--- src/rtl/pulse_transmitter_job_scheduler.sv ---
// rtl/pulse_transmitter_job_scheduler.sv - queued job scheduler driving a pulse transmitter
// Purpose: buffers job descriptors in a small FIFO and sequences them onto the
//    transmitter (IDLE -> LOAD -> ARM -> RUN -> GAP), with arm timeout and abort.
// Ports:
//    clk, rst                  clock, asynchronous active-high reset
//    en, abort                 scheduler enable, queue flush / job stop
//    push_valid/data/ready     job descriptor input
//    gap_cycles                idle cycles inserted after each job
//    tx_busy                   transmitter activity
//    tx_start, tx_*            transmitter start level and job fields
//    job_done, arm_error       completion / arm-timeout pulses
//    queue_level, idle         queue occupancy, scheduler quiescent
module pulse_transmitter_job_scheduler #(
   parameter int FIFO_DEPTH  = 4,
   parameter int GAP_WIDTH   = 16,
   parameter int ARM_TIMEOUT = 4
) (
   input  logic                          clk,
   input  logic                          rst,
   input  logic                          en,
   input  logic                          abort,
   input  logic                          push_valid,
   input  logic [25:0]                   push_data,
   output logic                          push_ready,
   input  logic [GAP_WIDTH-1:0]          gap_cycles,
   input  logic                          tx_busy,
   output logic                          tx_start,
   output logic [6:0]                    tx_start_index,
   output logic [6:0]                    tx_end_index,
   output logic [7:0]                    tx_loop_count,
   output logic [3:0]                    tx_prescaler,
   output logic                          job_done,
   output logic                          arm_error,
   output logic [$clog2(FIFO_DEPTH):0]   queue_level,
   output logic                          idle
);

   localparam int PW = $clog2(FIFO_DEPTH);
   localparam int CW = PW + 1;
   localparam int AW = $clog2(ARM_TIMEOUT + 1);

   typedef enum logic [2:0] {IDLE, LOAD, ARM, RUN, GAP} state_t;

   state_t               state;
   logic [25:0]          mem [FIFO_DEPTH];
   logic [PW-1:0]        wr_ptr;
   logic [PW-1:0]        rd_ptr;
   logic [CW-1:0]        count;
   logic [GAP_WIDTH-1:0] gap_cnt;
   logic [AW-1:0]        arm_timer;
   logic                 push;
   logic                 pop;

   // Readiness comes from the registered count only, so a pop in the same
   // cycle never makes room for a push while full.
   assign push_ready  = (count < CW'(FIFO_DEPTH));
   assign push        = push_valid && push_ready && !abort;
   assign pop         = (state == LOAD);
   assign queue_level = count;
   assign idle        = (state == IDLE) && (count == '0);

   always_ff @(posedge clk) begin
      if (push) begin
         mem[wr_ptr] <= push_data;
      end
   end

   always_ff @(posedge clk or posedge rst) begin
      if (rst) begin
         state          <= IDLE;
         wr_ptr         <= '0;
         rd_ptr         <= '0;
         count          <= '0;
         gap_cnt        <= '0;
         arm_timer      <= '0;
         tx_start       <= 1'b0;
         tx_start_index <= '0;
         tx_end_index   <= '0;
         tx_loop_count  <= '0;
         tx_prescaler   <= '0;
         job_done       <= 1'b0;
         arm_error      <= 1'b0;
      end else if (abort) begin
         // Flush and stop; job fields are left as they were.
         state     <= IDLE;
         wr_ptr    <= '0;
         rd_ptr    <= '0;
         count     <= '0;
         gap_cnt   <= '0;
         arm_timer <= '0;
         tx_start  <= 1'b0;
         job_done  <= 1'b0;
         arm_error <= 1'b0;
      end else begin
         job_done  <= 1'b0;
         arm_error <= 1'b0;

         if (push) wr_ptr <= wr_ptr + PW'(1);
         if (pop)  rd_ptr <= rd_ptr + PW'(1);
         if (push && !pop)      count <= count + CW'(1);
         else if (!push && pop) count <= count - CW'(1);

         case (state)
            IDLE: begin
               tx_start <= 1'b0;
               if (en && count != '0) state <= LOAD;
            end
            LOAD: begin
               tx_start_index <= mem[rd_ptr][6:0];
               tx_end_index   <= mem[rd_ptr][13:7];
               tx_loop_count  <= mem[rd_ptr][21:14];
               tx_prescaler   <= mem[rd_ptr][25:22];
               tx_start       <= 1'b1;
               arm_timer      <= AW'(1);
               state          <= ARM;
            end
            ARM: begin
               if (tx_busy) begin
                  state <= RUN;
               end else if (arm_timer == AW'(ARM_TIMEOUT)) begin
                  tx_start  <= 1'b0;
                  arm_error <= 1'b1;
                  gap_cnt   <= gap_cycles;
                  state     <= GAP;
               end else begin
                  arm_timer <= arm_timer + AW'(1);
               end
            end
            RUN: begin
               if (!tx_busy) begin
                  tx_start <= 1'b0;
                  job_done <= 1'b1;
                  gap_cnt  <= gap_cycles;
                  state    <= GAP;
               end
            end
            GAP: begin
               // Counter reaching zero costs one more cycle, so gap_cycles=N
               // yields N+1 GAP cycles.
               if (gap_cnt == '0) state   <= IDLE;
               else               gap_cnt <= gap_cnt - GAP_WIDTH'(1);
            end
            default: state <= IDLE;
         endcase
      end
   end

endmodule

--- config.mk ---
export PLATFORM = sky130hd
export DESIGN_NAME = pulse_transmitter_job_scheduler
export DESIGN_NICKNAME = d
export VERILOG_FILES = /design/src/rtl/pulse_transmitter_job_scheduler.sv
export SDC_FILE = /design/constraint.sdc
export NUM_CORES = 1
export LEC_CHECK = 0
export BUFFER_PORTS_ARGS = -buffer_cell sky130_fd_sc_hd__buf_2
export CORE_MARGIN = 3
export CORE_UTILIZATION = 55
export DETAILED_ROUTE_END_ITERATION = 7
export PLACE_DENSITY = 0.76
export SLEW_MARGIN = 10
export SYNTH_ARGS = -nofsm -noshare
export SYNTH_HDL_FRONTEND = slang
export SYNTH_SLANG_ARGS = --single-unit
--- constraint.sdc ---
create_clock -name clk -period 3.1 [get_ports clk]
set_clock_uncertainty 0.15 [all_clocks]
set_input_delay 0.155 -clock clk [delete_from_list [all_inputs] [get_ports clk]]
set_output_delay 0.155 -clock clk [all_outputs]
set_load 0.005 [all_outputs]
---- Word-level counts from Yosys, hierarchy flattened ----
Memory sizes are Yosys's and may differ from the RTL's. A register that Yosys moved wholly into a read port is not among the register bits.
Cells that the tools add are included.
W data, S select, Z words.
operators by class
  add/subtract/negate cells ............... 6
  order comparisons ....................... 1
  eq/ne operators ......................... 13
  muxes and demuxes ....................... 38
  bitwise operators ....................... 1
  reductions and logical operators ........ 24
operator list
  cell                     number
  $mux W16                 5
  $pmux W16 S3             1
  $mux W3                  12
  $ne A3 B3 Y1 const B     6
  $logic_not A16 Y1        1
  $sub A16 B1 Y16 const B  1
  $pmux W3 S5              1
  $mux W1                  13
  $reduce_bool A3 Y1       3
  $mux W2                  4
  $reduce_and A4 Y1        2
  $add A3 B1 Y3 const B    2
  $eq A3 B2 Y1 const B     2
  $eq A3 B3 Y1 const B     2
  $logic_and A1 B1 Y1      6
  $logic_not A3 Y1         2
  $pmux W3 S2              1
  $reduce_and A5 Y1        1
  $reduce_bool A5 Y1       1
  $add A2 B1 Y2 const B    2
  $ne A4 B4 Y1 const B     1
  $pmux W1 S4              1
  $reduce_bool A2 Y1       2
  $reduce_bool A4 Y1       1
  8 further kinds          10
storage, ports and cells
  register bits ........................... 32
  memory bits (writable) .................. 104
  input bits .............................. 48
  output and inout bits ................... 34
  word-level logic and storage cells ...... 93
  memories ................................ 1
memories
  memory  depth  bits a word  rd ports  clocked after memory_dff  write ports  RTL line  RTL
  mem     4      26           1         1                         1            45        logic [25:0] mem [FIFO_DEPTH];

---- Logic depth before layout (Yosys ltp) ----
Gate-level depths: netlist of the first run.
  word-level depth ........................ 8
  gate-level depth with buffers ........... 8
  gate-level depth less buffers ........... 7

---- Worst setup path before layout of the first run ----
OpenSTA, ideal clock, no wires.
  path type ............................... register -> register
  from .................................... reg count[2], in the netlist queue_level[2]
  to ...................................... mem mem[0][0], enable pin
  library setup time ...................... 0.385 ns
  arrival time ............................ 1.629 ns
  slack ................................... 0.936 ns
  stages on the path, launching flop included .. 4
  clock period less this slack ............ 2.164 ns
  path through ............................ dfrtp_1 -> nor2b_1 -> nor2b_1 -> and2_1
between the ends
  cells in the longest elaborated chain, start to end .. 5
ends and longest elaborated chain
  item                               RTL line  RTL
  from (decl)                        48        logic [CW-1:0] count;
  from (signal assigned)             100       if (push && !pop) count <= count + CW'(1);
  from (signal assigned)             101       else if (!push && pop) count <= count - CW'(1);
  $lt A3 B3 Y1                       56        assign push_ready = (count < CW'(FIFO_DEPTH));
  $logic_and A1 B1 Y1 (2 in series)  57        assign push = push_valid && push_ready && !abort;
  $mux W1                            63        if (push) begin
  $mux W1 (implied by the code)      64        mem[wr_ptr] <= push_data;
  to (decl)                          45
No other way between the ends.

---- Worst setup path in the final report of the first run ----
  from .................................... reg gap_cnt[0]
  to ...................................... reg gap_cnt[1]
between the ends
  cells in the longest elaborated chain, start to end .. 4
  elaborated cells between the ends (all ways) .. 7
ends and longest elaborated chain
  item                    RTL line  RTL
  from (decl)             49        logic [GAP_WIDTH-1:0] gap_cnt;
  from (signal assigned)  123       gap_cnt <= gap_cycles;
  from (signal assigned)  133       gap_cnt <= gap_cycles;
  from (signal assigned)  141       else gap_cnt <= gap_cnt - GAP_WIDTH'(1);
  $sub A16 B1 Y16         141
  $mux W16                140       if (gap_cnt == '0) state <= IDLE;
  $pmux W16 S3            103       case (state)
  $mux W16                83        end else if (abort) begin
Parallel ways exist; a longest one is shown, timed or not. The select of a mux whose other input is x is not followed.
A chain may end at the register's enable or synchronous reset.

==> summary.md, run 1 <==
| Metric | Value |
|---|---|
| Worst r2r path cells | 8 |
| P&R area growth vs syn | 23.5% |
| Largest net degree at the start of global routing | 43 |
| LEAKAGE | 3.17 nW |
| Sequential cell area fraction in the yosys report | 67.4% |
| Max-cap viol count | 0 |
| Clock transition at the registers of the reported paths | around 0.060 ns |
| Clock latency on the worst-skew pair | 0.42 ns |
| Post-route cell area | 8380 sq um |
| Initial antenna violation count | 0 |
| Status | finished clean |
| Initial core utilization | 57.9% |
| Setup Fix Bufs, Post-CTS | 0 |
| Yosys cell types | 59 |
| Synth Area per Inst | roughly 16 sq um |
| Hold_sp | tx_busy |
| Vias per cell | 5.77 |
| Synth Net Count | 479 |
| Psw | 1.53 mW |
| Port bufs | 81 |
| Worst Path Required | approximately 3.3 ns |
| Worst Setup End Kind | register |
| Unrepaired setup endpoints after global routing | false |
| Leading post-synthesis cells by cell area | edfxtp_1 (46%), dfrtp_1 (21%), mux4_2 (8.6%) |
| Crit path kind | reg2reg |
| Max Fclk | 0.396 GHz |
| Detailed-route DRC error count | 0 |
| Setup-failing EPs final | 0 |
| Post-Route WL | 13600 um |
| Startpoint types | register |
| Switch share | 25.6% |
| Clock sink total | 162 |
| Hold Path Class | in2reg |
| GPL Wtd Cong | between 0.8 and 0.9 |
| Pins Over Slew Limit | 0 |
| Arr. time, crit path | 2.71 ns |
| Core area | 11700 sq um |
| Ys Warns | 0 |
| Pre-antenna DRT Iters | 5 |
| Synthesized flop and latch total | 162 |
| Max clock buf depth | 2 |
| Post-synth top area cell | edfxtp_1 |
| EDFF count, synth | 104 |
| Top FF cell, synth | edfxtp_1 |
| Cell Area, Placed | roughly 7400 sq um |
| Int Pwr | 4.45 mW |
| Setup slack, reg-to-reg | 0.57 ns |
| Peak supply drop | between 500 and 600 uV |
| Cell Pwr Density | 714 nW/um^2 |
| Via count | between 4000 and 5000 |
| First-pass GRT wire length | ~22000 um |
| Die Ht | 117 um |
| Slew @ Worst Pin | 0.950 ns |
| End of the worst hold path | state[0] |
| Total gr overflow | 0 |
| Vias in the first global route | between 4000 and 5000 |
| Mapped cell area | 6780 sq um |
| Most common cell in the synthesized netlist | edfxtp_1 |
| Period utilization | between 80 and 90% |
| Synth top area share | a little under half |
| Clk root buf | clkbuf_16 |
| Share of layout cells above drive strength 1 | 33.9% |
| Period minus WS final | 2.53 ns |
| CTS Buf Count | 17 |
| Initial DRC count | 364 |
| H-tree depth | 4 |
| Max FO, Critical Path | 12 |
| Die area | about 14000 sq um |
| Comb power frac | 18.9% |
| Gr usage total | 21.7% |
| CTS tree | built |
| Post-Synthesis Cells | 423 |
| Row count | 39 |
| Hold slack final | between 0.03 and 0.04 ns |
| Critical R2R Capture | gap_cnt[1] |
| WHS Path Cells | 3 |
| Final Hold Fails | 0 |
| Total I/O pin count | 82 |
| Die width | 117 um |
| Worst slack at placement | 0.605 ns |
| FF-to-FF Start | gap_cnt[0] |
| Design Power | about 6.0 mW |
| Sequential share of power | a little under half |
| Ant. Diodes | 0 |
| Synth async-reset ratio | 35.8% |
| Post-DP HPWL | 8040 um |
| Rel. slew slack | 36.6% |
| Antenna Violating Nets Remaining | 0 |
| Clk pwr share | 34.0% |
| Post-route worst setup slack | 0.575 ns |
| Most common library cells after synthesis | edfxtp_1 (104), dfrtp_1 (58), mux2_2 (26), mux4_2 (26), nor2_1 (26) |
| WL/cell | 19.1 um |
| TNS Setup | 0 ns |
| Post-layout nets | 612 |
[registers in the layout, indices dropped and copies added (netlist names)]
register        flops
queue_level         3
tx_end_index        7
state               3
tx_prescaler        4
mem               104
tx_start            1
tx_loop_count       8
tx_start_index      7
arm_timer           3
job_done            1
gap_cnt            16
wr_ptr              2
arm_error           1
rd_ptr              2
[area by class of cell]
| cell class | count | area [sq um] |
|---|---|---|
| Multi-Input combinational cell | 228 | 2060 |
| Clock buffer | 21 | 450 |
| Timing Repair Buffer | 137 | 946 |
| Fill cell | 748 | 3340 |
| Tap cell | 143 | 179 |
| Inverter | 10 | 37.5 |
| Clock inverter | 11 | 125 |
| Sequential cell | 162 | 4580 |
[repair_timing]
item,CTS,global route
resized for setup,0,0
endpoints found under the setup margin,0,0
endpoints found under the hold margin,162,0
hold buffers,43,0
[worst max path at each step]
stage,from,endpoint,slack (ns)
6_report,gap_cnt[0],gap_cnt[1],0.57
4_1_cts,gap_cnt[0],gap_cnt[1],0.56
3_5_place_dp,gap_cnt[0],gap_cnt[1],0.60
2_1_floorplan,queue_level[2],mem[0][0],0.94
5_1_grt,gap_cnt[0],gap_cnt[1],0.42
3_3_place_gp,gap_cnt[0],gap_cnt[1],0.72
[layout by cell type (no fill, tap or decap), drive strengths merged, types with 4 or more instances in the layout]
master and count:
a32oi 4, edfxtp 104, clkbuf 21, ha 7
dfrtp 58, nand3 12, nand2 12, buf 94
nor2b 7, or2 5, dlygate4sd3 43, nor3 12
a21oi 22, mux4 26, mux2 26, a211oi 5
or3 5, inv 14, and2 5, nor2 27
o21ai 7, nand2b 5, o31ai 5
[metal layers]
| metal | vias up | share of wire [%] | GRT usage [%] |
|---|---|---|---|
| met1 | 2053 | 41 | 28.6 |
| met5 | - | 0 | 0 |
| li1 | 1890 | - | - |
| met3 | 24 | 5.1 | 4.68 |
| met4 | 0 | 1.8 | 8.49 |
| met2 | 138 | 52 | 35.7 |
[stage by stage]
| stage | util, % | cells |
|---|---|---|
| detailed placement | 62.9 | 637 |
| floorplan | - | 423 |
| global placement | 62.9 | 637 |
| CTS | 71.5 | 712 |
| global route | 71.5 | 712 |
| finish | 71.5 | 712 |
[critical path, cell delays in order (launching register included)]
cell	delay (ns)
dfrtp_1	0.42
inv_1	0.08
ha_1	0.17
or3b_4	0.41
or2_4	0.28
o31ai_4	0.37
buf_4	0.27
a211oi_1	0.08
a211oi_2	0.21
[power by group through the flow]
stage          combinational [mW]  sequential [mW]  clock [mW]
2_1_floorplan               0.705             2.79           0
3_3_place_gp                 1.06             2.83           0
3_5_place_dp                 1.09             2.85           0
4_1_cts                      1.15             2.82        2.07
5_1_grt                      1.25             2.85        2.18
6_report                     1.13             2.81        2.04
[kinds of logic after synthesis]
group | after synthesis | synth area share [%]
flops | 162 | 67.4
compound gates | 60 | 6.71
fa+ha+maj | 8 | 1.59
mux | 52 | 12.9
xor+xnor | 6 | 0.775
simple gates | 102 | 8.26
buf+inv | 33 | 2.29
(Power assumes the default switching activity.)
==> run 2: changes to the inputs <==
ABC_AREA = 1   (was not set)
CORE_UTILIZATION = 52   (was 55)
PLACE_DENSITY = 0.75   (was 0.76)
clock period = 2.2 ns   (was 3.1 ns; I/O delays follow)
==> summary.md, run 2 <==
| Metric | Value |
|---|---|
| Mapped cell area | 6960 sq um (+2.6%) |
| Worst slack at placement | 0.208 ns (-0.397 ns) |
| Setup slack, reg-to-reg | 0.18 ns (-0.39 ns) |
| Top FF cell, synth | edfxtp_1 |
| Slew @ Worst Pin | 0.523 ns (-0.428 ns) |
| Worst Path Required | 2.36 ns (-0.92 ns) |
| Die width | 122 um (+4.0%) |
| Most frequent cells in the layout | nor2_1 (163), edfxtp_1 (104), nand2_1 (87), buf_2 (81), o21ai_0 (78) |
| Final Hold Fails | 0 (unchanged) |
| CTS resizes | 0 (unchanged) |
| Met2 WL | 7610 um (+7.7%) |
| Post-route worst setup slack | 0.184 ns (-0.391 ns) |
| Sequential cell area fraction in the yosys report | 65.7% (-1.7 points) |
| Pins Over Slew Limit | 0 (unchanged) |
| Antenna Violating Nets Remaining | 0 (unchanged) |
| Ys Warns | 0 (unchanged) |
| EDFF count, synth | 104 (unchanged) |
| Initial DRC count | 501 (+38%) |
| Synth Area per Inst | 10.4 sq um (-35%) |
| Pre-antenna DRT Iters | 5 (unchanged) |
| Synthesized flop and latch total | 162 (unchanged) |
| Post-Synthesis Cells | 669 (+58%) |
| Via count | 5274 (+28%) |
| Period utilization | 91.6% (+10 points) |
| Total I/O pin count | 82 (unchanged) |
| Clock sink total | 162 (unchanged) |
| P&R area growth vs syn | 25.5% |
| Commonest non-fill, non-tap cell in the layout | nor2_1 |
| Cell Area, Placed | 7670 sq um (+4.1%) |
| Post-DP HPWL | 9580 um (+19%) |
| Clock latency on the worst-skew pair | 0.42 ns (about the same) |
| Clk root buf | clkbuf_16 |
| Setup-failing EPs final | 0 (unchanged) |
| Post-Route WL | 15500 um (+14%) |
| Clock transition at the registers of the reported paths | 0.06 ns (about the same) |
| Core area | 12900 sq um (+9.9%) |
| Most flop-heavy register | mem |
| CTS Buf Count | 17 (unchanged) |
| First-pass GRT wire length | 25500 um (+16%) |
| Max-cap viol count | 0 (unchanged) |
| Unrepaired setup endpoints after global routing | false |
| LEAKAGE | 3.59 nW (+13%) |
| Synth top area share | 44.9% (-1.2 points) |
| Max FO, Critical Path | 18 (+6) |
| Post-synth top area cell | edfxtp_1 |
| Die Ht | 122 um (+4.0%) |
| Post-route cell area | 8740 sq um (+4.3%) |
| Period minus WS final | 2.02 ns (-0.509 ns) |
| Critical R2R Capture | gap_cnt[12] |
| GPL Wtd Cong | 0.886 (+3.3%) |
| Yosys cell types | 35 (-41%) |
| Vias per cell | 5.31 (-7.9%) |
| Top Metal Used | met4 |
| Initial core utilization | 54.1% (-3.9 points) |
| H-tree depth | 4 (unchanged) |
| Cell Pwr Density | 1090 nW/um^2 (+52%) |
| Status | finished clean |
| Startpoint types | register |
| Port bufs | 81 (unchanged) |
| Worst r2r path cells | 12 (+4) |
| Crit path kind | reg2reg |
| Most common cell in the synthesized netlist | nor2_1 |
| Synth async-reset ratio | 35.8% (unchanged) |
| Post-layout nets | 864 (+41%) |
| WL/cell | 15.6 um (-18%) |
| Vias in the first global route | 5292 (+23%) |
| Peak supply drop | 837 uV (+51%) |
| Share of layout cells above drive strength 1 | 20.8% (-13 points) |
| Detailed-route DRC error count | 0 (unchanged) |
| Most common library cells after synthesis | nor2_1 (167), edfxtp_1 (104), nand2_1 (87) |
| Max Fclk | 0.496 GHz (+25%) |
| # fillers | 964 (+29%) |
| Leading post-synthesis cells by cell area | edfxtp_1 (45%), dfrtp_1 (21%), nor2_1 (9.0%) |
| Largest regs | mem: 104 flops, gap_cnt: 16 flops, tx_loop_count: 8 flops |
| Synth Net Count | 725 (+51%) |
| Rel. slew slack | 65.0% (+28 points) |
| Gr usage total | 22.3% (+0.59 points) |
| Wire length on met1 | 6780 um (+21%) |
| TNS Setup | 0 ns (unchanged) |
| Initial antenna violation count | 0 (unchanged) |
| Arr. time, crit path | 2.18 ns (-0.53 ns) |
| Hold Path Class | in2async |
| Final non-filler cell total | 993 (+39%) |
| Largest net degree at the start of global routing | 54 (+26%) |
| Placed cell count | 914 (+43%) |
| Max clock buf depth | 2 (unchanged) |
| CTS tree | built |
| Ant. Diodes | 0 (unchanged) |
| DR WL met3 | 903 um (+29%) |
| Die area | 14800 sq um (+8.1%) |
| Row count | 41 (+5.1%) |
| Worst Setup End Kind | register |
| FF-to-FF Start | gap_cnt[0] |
| Max reg flops | 104 (unchanged) |
| Total gr overflow | 0 (unchanged) |
==> run 2: cell count changes in the layout (fill, tap and decap cells not counted), moves of 5 or more <==
cell and delta:
nand2_1 +75, a21oi_1 -8, o21ai_1 -5, nor2_1 +137, nor2_4 +5, mux2_2 -26
a31oi_1 +24, nor2b_1 -6, o21ai_0 +76, nand3_1 +6, nand2_2 +20, nor3_1 -6
inv_1 +23, mux4_2 -26
==> run 2: worst max-delay path, cell delays in order (launching register included) <==
cell and delay [ns]:
dfrtp_1 0.40, inv_1 0.10, ha_1 0.20, nand2_1 0.14
nor2_1 0.14, nand2_1 0.06, nand2_1 0.11, nand2_2 0.08
nand2_4 0.19, nor2_4 0.07, buf_12 0.15, nand2_1 0.07
nand2_1 0.04
==> run 2: repair_timing <==
action | in CTS | in global routing
setup endpoints to repair | 0 | 3
hold buffers | 46 | 0
endpoints found under the hold margin | 186 | 0
setup buffers | 0 | 1
==> run 2: per-layer routing <==
metal  vias up  track usage [%]
met2       179             37.3
met4         0             8.12
li1       2547                -
met1      2527             28.7
met5         -                0
met3        21             4.97
==> run 2: worst max-delay path by stage <==
stage                              start           to  cells after the start
final                         gap_cnt[0]  gap_cnt[12]                     12
after global routing          gap_cnt[6]  gap_cnt[13]                     11
after CTS                     gap_cnt[0]  gap_cnt[12]                     11
after detailed placement      gap_cnt[0]  gap_cnt[13]                     11
after global placement        gap_cnt[0]  gap_cnt[12]                     11
after floorplan           queue_level[2]    mem[0][0]                      3
==> run 2: report_power, final <==
part,switching [mW],internal (mW)
Clock,1.24,1.68
Combinational,1.49,0.959
Sequential,0.368,3.77
==> run 2: area by class of cell <==
cell class | count | area [sq um] | share of cell area (%)
clock buffers | 20 | 467 | 5.34
clock inverters | 12 | 121 | 1.39
inverters | 39 | 148 | 1.69
multi-input cells | 441 | 2130 | 24.4
flip-flops and latches | 162 | 4580 | 52.4
well taps | 172 | 215 | 2.46
repair buffers | 147 | 1080 | 12.3
==> run 2: cells by family (layout without fill, tap and decap cells) <==
group	after synthesis	in the layout	synth area share [%]
AOI/OAI and AO/OA	121	121	9.51
xor gates and xnor gates	2	2	0.252
adders and majority gates	8	8	1.55
buffers and inverters	66	218	4.17
DFF	162	162	65.7
muxes	1	1	0.144
and+or+nand+nor	309	309	18.7
==> run 2: stage by stage <==
step           power, mW  utilization (%)  hold WS [ns]
3_5_place_dp        6.51             59.6       -0.0638
3_3_place_gp        6.42             59.6       -0.0702
6_report            9.49             67.9        0.0300
4_1_cts             9.50             67.7        0.0413
5_1_grt             10.1             67.9        0.0356
2_1_floorplan       5.64                -        0.0589
==> run 3: changes to the inputs <==
CORE_UTILIZATION = 55   (was 52)
PLACE_DENSITY = 0.76   (was 0.75)
clock period = 2.31 ns   (was 2.2 ns; I/O delays follow)
==> summary.md, run 3 (same netlist as run 2, synthesis figures left out) <==
| Metric | Value |
|---|---|
| Detailed-route DRC error count | 0 (unchanged) |
| TNS Setup | 0 ns (unchanged) |
| Post-route cell area | 8730 sq um (-0.11%) |
| Largest regs | mem: 104 flops, gap_cnt: 16 flops, tx_loop_count: 8 flops |
| Unrepaired setup endpoints after global routing | false |
| Clk root buf | clkbuf_16 |
| Most flop-heavy register | mem |
| Hold_sp | en |
| Via count | 5248 (-0.49%) |
| Post-DP HPWL | 9820 um (+2.5%) |
| Core area | 12200 sq um (-5.2%) |
| Cell Area, Placed | 7650 sq um (-0.26%) |
| Setup-failing EPs final | 0 (unchanged) |
| Status | finished clean |
| Final Hold Fails | 0 (unchanged) |
| Post-route worst setup slack | 0.301 ns (+0.117 ns) |
| Crit path kind | in2reg |
| Worst Path Required | 2.52 ns (+0.16 ns) |
| Post-Route WL | 15500 um (-0.38%) |
| FF-to-FF Start | gap_cnt[0] |
| Max incr delay on CP | 0.51 ns (+0.11 ns) |
| Share of layout cells above drive strength 1 | 20.2% (-0.66 points) |
| Period minus WS final | approximately 2.0 ns |
| CTS tree | built |
| Worst slack at placement | 0.335 ns (+0.127 ns) |
| Ant. Diodes | 0 (unchanged) |
| CP dominant cell by count | nand2_1 |
| Worst-path cell chain | dlygate4sd3_1 > buf_2 > inv_2 > buf_4 > nand3_2 > nor2_1 > a31oi_4 > nand2_4 > nor2_4 > nand2_1 > nand2_1 |
| Gr usage total | 23.4% (+1.2 points) |
| Max-cap viol count | 0 (unchanged) |
| Pre-antenna DRT Iters | 5 (unchanged) |
| Antenna Violating Nets Remaining | 0 (unchanged) |
| Worst path slowest cell | dlygate4sd3_1 |
| Initial antenna violation count | 0 (unchanged) |
| Hold slack final | 0.0687 ns (+0.0387 ns) |
| Clock sink total | 162 (unchanged) |
| Max Fclk | 0.498 GHz |
| Cell Pwr Density | 1050 nW/um^2 (-3.6%) |
| CTS Buf Count | 17 (unchanged) |
| Total gr overflow | 0 (unchanged) |
| Final non-filler cell total | 986 (-0.70%) |
| Largest net degree at the start of global routing | 54 (unchanged) |
| Pins Over Slew Limit | 0 (unchanged) |
| GPL Wtd Cong | 0.878 (-0.88%) |
| Most frequent cells in the layout | nor2_1 (163), edfxtp_1 (104), nand2_1 (87), buf_2 (81), o21ai_0 (78) |
| Max reg flops | 104 (unchanged) |
| Commonest non-fill, non-tap cell in the layout | nor2_1 |
| Die area | 14000 sq um (-5.2%) |
| Arr. time, crit path | 2.22 ns (+0.04 ns) |
| Period utilization | approximately 87% |
| Clock transition at the registers of the reported paths | 0.06 ns (about the same) |
| Die Ht | 119 um (-2.6%) |
| Total I/O pin count | 82 (unchanged) |
| Initial DRC count | 444 (-11%) |
| Setup Fix Bufs, Post-CTS | 0 (unchanged) |
| Max FO, Critical Path | 18 (unchanged) |
| Initial core utilization | 57.0% (+2.9 points) |
| Row count | 40 (-2.4%) |
| Clock latency on the worst-skew pair | 0.42 ns (about the same) |
| LEAKAGE | 3.57 nW (-0.74%) |
| WL/cell | 15.7 um (+0.33%) |
| Placed cell count | 908 (-0.66%) |
| Startpoint types | input port |
| H-tree depth | 4 (unchanged) |
| Hold Path Class | in2reg |
| Max clock buf depth | 2 (unchanged) |
| Vias in the first global route | 5197 (-1.8%) |
| First-pass GRT wire length | 25800 um (+1.2%) |
| Vias per cell | 5.32 (+0.21%) |
| Slew @ Worst Pin | 0.506 ns (-0.0167 ns) |
| Util after Layout | 71.5% (+3.6 points) |
| Worst Setup End Kind | register |
| Rel. slew slack | 66.2% (+1.1 points) |
| Design Power | 9.14 mW (-3.7%) |
| Port bufs | 81 (unchanged) |
| Die width | 119 um (-2.6%) |
| Peak supply drop | 652 uV (-22%) |
| P&R area growth vs syn | 25.4% |
| CP Launch Point | abort |
| Post-layout nets | 861 (-0.35%) |
## run 3: worst paths after layout
path                                        end  slack, ns  cells after the start
worst max-delay path                gap_cnt[13]       0.30                     11
worst min-delay path                   state[0]       0.07                      7
worst max register to register      gap_cnt[13]       0.32                     11
worst min register to register         tx_start       0.36                      2
max in group asynchronous       tx_end_index[1]       1.36                      4
min in group asynchronous            gap_cnt[8]       0.08                      3
## run 3: repair_timing
action,CTS,global route
endpoints found under the setup margin,0,0
endpoints found under the hold margin,186,0
resized for setup,0,0
hold buffers,46,0
## run 3: power by group
part | internal [mW] | switching, mW | total, mW
clock | 1.81 | 1.11 | 2.91
sequential | 3.59 | 0.372 | 3.96
combinational | 0.888 | 1.38 | 2.27
## run 3: cell type report
type                    instances  area, sq um
inverters                      39          148
repair buffers                144         1040
multi-input cells             441         2130
flip-flops and latches        162         4580
clock buffers                  19          433
fillers                       890         3480
clock inverters                13          185
well taps                     168          210
## run 3: worst max-delay path, delay by kind of cell
| family | cells | cell delay [ns] |
|---|---|---|
| buffers and inverters | 4 | 1.04 |
| AND/OR/NAND/NOR | 6 | 0.86 |
| AO/OA/AOI/OAI | 1 | 0.19 |
## run 3: per-layer routing
metal	vias up	global-route usage (%)	part of all wire [%]
li1	2542	-	-
met1	2481	31.2	42
met2	198	38.0	49
met3	27	4.93	6.2
met4	0	9.27	1.9
met5	-	0	0
